===== src/rtl/sdram_arbit.sv =====
`timescale 1ns/1ps
// SDRAM command-bus scheduler: init owns the bus first, then refresh > write > read (round-robin write/read tie under SDRAM_RW_RR_EN).
// Grants are registered, one arbitration cycle per decision; grants are held until *_end or forced release after TIMEOUT_CYC cycles.
module sdram_arbit #(
  parameter int ADDR_W      = 12,
  parameter int BANK_W      = 2,
  parameter int TIMEOUT_CYC = 1023
) (
  input  logic              sclk,
  input  logic              s_rst_n,
  input  logic [3:0]        init_cmd,
  input  logic [ADDR_W-1:0] init_addr,
  input  logic              init_end,
  input  logic              aref_req,
  input  logic [3:0]        aref_cmd,
  input  logic [ADDR_W-1:0] aref_addr,
  input  logic              aref_end,
  output logic              aref_en,
  input  logic              wr_req,
  input  logic [3:0]        wr_cmd,
  input  logic [BANK_W-1:0] wr_bank,
  input  logic [ADDR_W-1:0] wr_addr,
  input  logic              wr_end,
  output logic              wr_en,
  input  logic              rd_req,
  input  logic [3:0]        rd_cmd,
  input  logic [BANK_W-1:0] rd_bank,
  input  logic [ADDR_W-1:0] rd_addr,
  input  logic              rd_end,
  output logic              rd_en,
  output logic              err_timeout,
  output logic              sdram_cke,
  output logic              sdram_cs_n,
  output logic              sdram_ras_n,
  output logic              sdram_cas_n,
  output logic              sdram_we_n,
  output logic [BANK_W-1:0] sdram_bank,
  output logic [ADDR_W-1:0] sdram_addr
);

  localparam int              CNT_W    = $clog2(TIMEOUT_CYC + 1);
  localparam logic [CNT_W-1:0] CNT_LAST = CNT_W'(TIMEOUT_CYC - 1);
  localparam logic [CNT_W-1:0] CNT_MAX  = CNT_W'(TIMEOUT_CYC);
  localparam logic [3:0]       CMD_NOP  = 4'b0111;

  typedef enum logic [2:0] {S_INIT, S_ARBIT, S_AREF, S_WRITE, S_READ} state_t;

  state_t            state_q, state_d;
  logic [CNT_W-1:0]  cnt_q, cnt_d;
  logic              aref_en_q, aref_en_d;
  logic              wr_en_q, wr_en_d;
  logic              rd_en_q, rd_en_d;
  logic              err_q, err_d;
  logic              grant_end;
  logic              in_grant;
`ifdef SDRAM_RW_RR_EN
  logic              last_rw_q, last_rw_d;  // 1: write was served last
`endif

  always_comb begin
    state_d   = state_q;
    cnt_d     = cnt_q;
    err_d     = 1'b0;
    grant_end = 1'b0;
    in_grant  = 1'b0;
`ifdef SDRAM_RW_RR_EN
    last_rw_d = last_rw_q;
`endif
    case (state_q)
      S_INIT:  if (init_end) state_d = S_ARBIT;
      S_ARBIT: begin
        if (aref_req) state_d = S_AREF;
`ifdef SDRAM_RW_RR_EN
        else if (wr_req && rd_req) state_d = last_rw_q ? S_READ : S_WRITE;
`endif
        else if (wr_req) state_d = S_WRITE;
        else if (rd_req) state_d = S_READ;
      end
      S_AREF:  begin in_grant = 1'b1; grant_end = aref_end; end
      S_WRITE: begin in_grant = 1'b1; grant_end = wr_end;   end
      S_READ:  begin in_grant = 1'b1; grant_end = rd_end;   end
      default: state_d = S_INIT;
    endcase

    // A real end in the timeout cycle wins, so no error is flagged then.
    if (in_grant) begin
      if (grant_end) begin
        state_d = S_ARBIT;
      end else if (cnt_q == CNT_LAST) begin
        state_d = S_ARBIT;
        err_d   = 1'b1;
      end
    end

    if (state_d != state_q)                 cnt_d = '0;
    else if (in_grant && cnt_q != CNT_MAX)  cnt_d = cnt_q + CNT_W'(1);

`ifdef SDRAM_RW_RR_EN
    if (state_q == S_ARBIT && state_d == S_WRITE) last_rw_d = 1'b1;
    if (state_q == S_ARBIT && state_d == S_READ)  last_rw_d = 1'b0;
`endif

    aref_en_d = (state_d == S_AREF);
    wr_en_d   = (state_d == S_WRITE);
    rd_en_d   = (state_d == S_READ);
  end

  always_ff @(posedge sclk or negedge s_rst_n) begin
    if (!s_rst_n) begin
      state_q   <= S_INIT;
      cnt_q     <= '0;
      aref_en_q <= 1'b0;
      wr_en_q   <= 1'b0;
      rd_en_q   <= 1'b0;
      err_q     <= 1'b0;
`ifdef SDRAM_RW_RR_EN
      last_rw_q <= 1'b0;
`endif
    end else begin
      state_q   <= state_d;
      cnt_q     <= cnt_d;
      aref_en_q <= aref_en_d;
      wr_en_q   <= wr_en_d;
      rd_en_q   <= rd_en_d;
      err_q     <= err_d;
`ifdef SDRAM_RW_RR_EN
      last_rw_q <= last_rw_d;
`endif
    end
  end

  logic [3:0]        cmd_mux;
  logic [BANK_W-1:0] bank_mux;
  logic [ADDR_W-1:0] addr_mux;

  always_comb begin
    cmd_mux  = CMD_NOP;
    bank_mux = '0;
    addr_mux = '0;
    case (state_q)
      S_INIT:  begin cmd_mux = init_cmd; addr_mux = init_addr; end
      S_AREF:  begin cmd_mux = aref_cmd; addr_mux = aref_addr; end
      S_WRITE: begin cmd_mux = wr_cmd; bank_mux = wr_bank; addr_mux = wr_addr; end
      S_READ:  begin cmd_mux = rd_cmd; bank_mux = rd_bank; addr_mux = rd_addr; end
      default: ;
    endcase
  end

  assign {sdram_cs_n, sdram_ras_n, sdram_cas_n, sdram_we_n} = cmd_mux;
  assign sdram_bank  = bank_mux;
  assign sdram_addr  = addr_mux;
  assign sdram_cke   = 1'b1;
  assign aref_en     = aref_en_q;
  assign wr_en       = wr_en_q;
  assign rd_en       = rd_en_q;
  assign err_timeout = err_q;

endmodule


===== config.mk =====
export PLATFORM = sky130hd
export DESIGN_NAME = sdram_arbit
export DESIGN_NICKNAME = d
export VERILOG_FILES = /design/src/rtl/sdram_arbit.sv
export SDC_FILE = /design/constraint.sdc
export NUM_CORES = 1
export LEC_CHECK = 0
export ABC_AREA = 1
export BUFFER_PORTS_ARGS = -buffer_cell sky130_fd_sc_hd__buf_2
export CAP_MARGIN = 10
export CORE_UTILIZATION = 40
export DETAILED_ROUTE_END_ITERATION = 7
export PLACE_DENSITY = 0.76
export SKIP_CTS_REPAIR_TIMING = 1
export SLEW_MARGIN = 20
export SYNTH_ARGS = -nofsm -noshare
export SYNTH_HDL_FRONTEND = slang
export SYNTH_SLANG_ARGS = --single-unit

===== constraint.sdc =====
create_clock -name sclk -period 5.39 [get_ports sclk]
set_clock_uncertainty 0.15 [all_clocks]
set_input_delay 1.078 -clock sclk [delete_from_list [all_inputs] [get_ports sclk]]
set_output_delay 1.078 -clock sclk [all_outputs]
set_load 0.01 [all_outputs]

# Yosys cells after proc, flatten, opt, wreduce, memory -nomap -nowiden
# Index checks and enable logic that the tools add are counted.
# totals
in_bits	77
elab_cells	39
register_bits	17
output_inout_bits	23
# classes
n_eq_ne	10
reduce_logical	4
muxes	18
n_addsub	1
# ops
operator	n
$pmux 12 s4	1
$mux 3	7
$mux 10	2
$pmux 4 s4	1
$eq 3x2->1 const B	4
$add 10x1->10 const B	1
$eq 10x10->1 const B	1
$ne 10x10->1 const B	1
$pmux 3 s3	1
$eq 3x3->1 const B	2
$mux 1	4
$pmux 2 s2	1
$eq 3x1->1 const B	1
$logic_not 3->1	1
$ne 3x3->1	1
$pmux 1 s3	1
$reduce_or 3->1	1
$reduce_bool 2->1	1
$logic_and 1x1->1	1

# Logic depth before layout (Yosys ltp)
# depth
word_depth	9
depth_mapped	11
ltp_nobuf	11

# Worst setup path after synthesis
# No wires, ideal clock.
# synth_path
path_kind	input to output
start	input rd_cmd[1]
end	output sdram_cas_n
path_stages	4
n_path_buf	0
required_ps	4162
arrival_time_ps	1501
setup_slack_ps	2661
path_cell_list	nand3_1 nand2_1 a221oi_1 nand2_1
# synth_between
elab_chain_len	1
# synth_rtl
element	line	rtl
start, declared	26	input logic [3:0] rd_cmd,
$pmux 4 s4	140	case (state_q)
end, declared	35	output logic sdram_cas_n,
# No other way between the ends.

# Worst setup path in the final report
# layout_path
start	register state_q[2]
end	output sdram_cas_n
# layout_between
elab_chain_len	2
word_cells_on_any_way	5
cone_classes	eq/ne (3); mux (1); reduce/logical (1)
# layout_rtl
element	line	rtl
start, declared	48	state_t state_q, state_d;
start signal, assigned	120	state_q <= state_d;
$eq 3x3->1 (tied with other cells)	140	
$pmux 4 s4 *	140	
# Mark *: on every way between the ends. The rest lies on a longest branch, timed or not.

==> results.py <==
metrics = {
    "cells_and_area": {
        "antennaDiodeCount": 0,
        "fin_nets": 414,
        "final_common_cell": "buf_2",
        "layout_common_cells": "buf_2, nand2_1, nand3_1",
        "final_core_util_pct": 58.4,
        "drive_gt1_share_pct": 32.3,
        "area_delta_synth_final_pct": 36.0,
    },
    "floorplanning": {
        "fp.dieH_um": 62.5,
        "fp.coreArea_um2": 3420,
        "io_pins": 100,
        "die-area_um2": 3910,
        "initial_core_util_pct": 42.9,
        "die_width_um": 62.5,
        "rows": 21,
    },
    "global_route": {
        "antenna_found_initial": 0,
        "grt.total_usage_pct": 22.2,
        "grt.overflow.total": 0,
        "grt_max_degree": 25,
        "grt_pass1_wl_um": 7170,
        "grt_pass1_vias": 1665,
    },
    "power": {
        "p_leak_nw": 1.10,
        "power.density_nw_per_um2": 385,
        "vdd_drop_max_uv": 309,
    },
    "cts": {
        "root_buffer": "clkbuf_4",
        "cts_htree_levels": 1,
        "cts_tree": "done",
        "numCtsBuffers": 3,
        "clk_pin_slew_ps": 90,
        "cts_buffer_depth": 2,
        "clock-sinks": 17,
        "clk_latency_ps": 280,
    },
    "critical_path": {
        "critPathMaxFanout": 24,
        "r2r_start": "state_q[2]$_DFF_PN0_",
        "arrival_ps": 2360,
        "rr_worst_depth": 9,
        "rr_endpoint": "cnt_q[0]$_DFFE_PN0P_",
        "cp-end-kind": "primary output",
        "crit_required_ps": 4160,
        "ff2ff_setup_slack_ps": 2990,
        "crit_path_start_kind": "flop",
        "critical_path_class": "flop to primary output",
    },
    "timing": {
        "rsz0062_at_grt": "false",
        "period_minus_slack_ps": 3590,
        "max_freq_mhz": 279,
        "period_share_pct": 66.5,
        "tightest_slew_ps": 800,
        "final_hold_viol_count": 0,
        "setup_viol_count_final": 0,
        "finalMaxSlewViolations": 0,
        "maxSlewHeadroom_pct": 46.7,
        "fin_ws_ps": 1800,
        "fin_setup_tns_ps": 0,
        "whs_ps": 444,
    },
    "synth": {
        "synth_cell_type_count": 25,
        "syn_area_um2": 1470,
        "synth_area_leader_cell": "dfrtp_1",
        "synth_top_cells_by_area": "dfrtp_1, nand2_1, nand3_1",
        "avgSynthCellArea_um2": 6.08,
        "synthesis.nets": 320,
        "netlist.area_leader.share_pct": 29.0,
        "synthCells": 241,
        "ys_seq_area_share_pct": 29.0,
        "ys_ff_latch": 17,
        "yosys_warnings": 0,
    },
    "routing": {
        "drt-total-wl_um": 4300,
        "first_pass_iters": 4,
        "wl_per_cell_um": 11.3,
        "drcViolationCount": 0,
        "drt_iter0_drc": 115,
        "via_per_inst": 4.93,
        "vias": 1874,
        "ant_nets": 0,
    },
    "outcome": {
        "run_status": "complete, no violations",
    },
    "hold_path": {
        "hold_path.startpoint": "cnt_q[8]$_DFFE_PN0P_",
        "hold_depth": 3,
        "min_to": "cnt_q[8]$_DFFE_PN0P_",
        "worst_hold_path_type": "flop to flop",
    },
    "placed_design": {
        "dp_hpwl_um": 3380,
        "place_ws_ps": 2160,
        "place.gp.congestion": 0.868,
        "portBuffers": 98,
    },
    "job": {
        "maxCapViolCount": 0,
    },
}
==> worst max-delay path, cell delays in order, from the launching register on <==
cell and delay [ps]:
dfrtp_1 870, inv_1 230, nand2_1 180, nor2_1 50, buf_4 200, nand2_1 70
nand2_1 40, a221oi_1 200, nand2_1 80, buf_2 140
==> per-layer routing <==
metal	vias up	share of wire, %	track usage (%)
li1	970	-	-
met1	833	45	29.2
met2	65	48	37.2
met3	6	5.7	3.83
met4	0	1.3	6.10
met5	-	0	0
==> synthesized netlist by cell type (all sizes together) <==
cell	count
a211oi	2
a21oi	2
a221oi	2
a31o	1
a32o	2
buf	7
clkbuf	3
conb	1
dfrtp	17
ha	2
inv	24
nand2	88
nand3	34
nand4	16
nor2	30
nor3	2
o21ai	3
o21bai	1
xor2	4
==> final cells by class <==
cell class	instances	area, um^2
Sequential cell	17	425
Tap cell	46	57.6
Fill cell	337	1420
Clock buffer	4	26.3
Timing Repair Buffer	99	498
Inverter	24	90.1
Multi-Input combinational cell	190	896
==> flip-flops by register name, indices dropped and copies added (netlist names) <==
signal,cells
aref_en,1
state_q,3
err_timeout,1
wr_en,1
rd_en,1
cnt_q,10
==> worst max path at each step <==
stage / depth (start not counted) / startpoint / to
3_5_place_dp: 9 / state_q[2]$_DFF_PN0_ / sdram_cas_n
6_report: 9 / state_q[2]$_DFF_PN0_ / sdram_cas_n
2_1_floorplan: 4 / rd_cmd[1] / sdram_cas_n
4_1_cts: 9 / state_q[2]$_DFF_PN0_ / sdram_cas_n
5_1_grt: 9 / state_q[2]$_DFF_PN0_ / sdram_ras_n
3_3_place_gp: 9 / state_q[2]$_DFF_PN0_ / sdram_ras_n
==> report_power, final <==
group,leakage (nW),internal (mW),switching [mW],total (mW)
registers,0.231,0.145,0.0222,0.167
clock network,0.0150,0.0287,0.0351,0.0638
logic,0.850,0.189,0.347,0.536
==> through the flow <==
stage / cells / cell area (um^2) / total power, mW
after floorplan: 241 / 1470 / 0.534
after global placement: 376 / 1960 / 0.700
after detailed placement: 376 / 1960 / 0.704
after CTS: 380 / 1990 / 0.770
after global routing: 380 / 1990 / 0.844
final: 380 / 1990 / 0.767
==> kinds of logic after synthesis <==
| kind of cell | Yosys count | synth area share, % |
|---|---|---|
| AOI/OAI and AO/OA | 13 | 6.40 |
| and+or+nand+nor | 170 | 50.2 |
| other | 1 | 0.256 |
| buffers and inverters | 34 | 9.99 |
| xor gates and xnor gates | 4 | 2.39 |
| adders and majority gates | 2 | 1.71 |
| DFF | 17 | 29.0 |
Power figures use the tool's default switching activity.
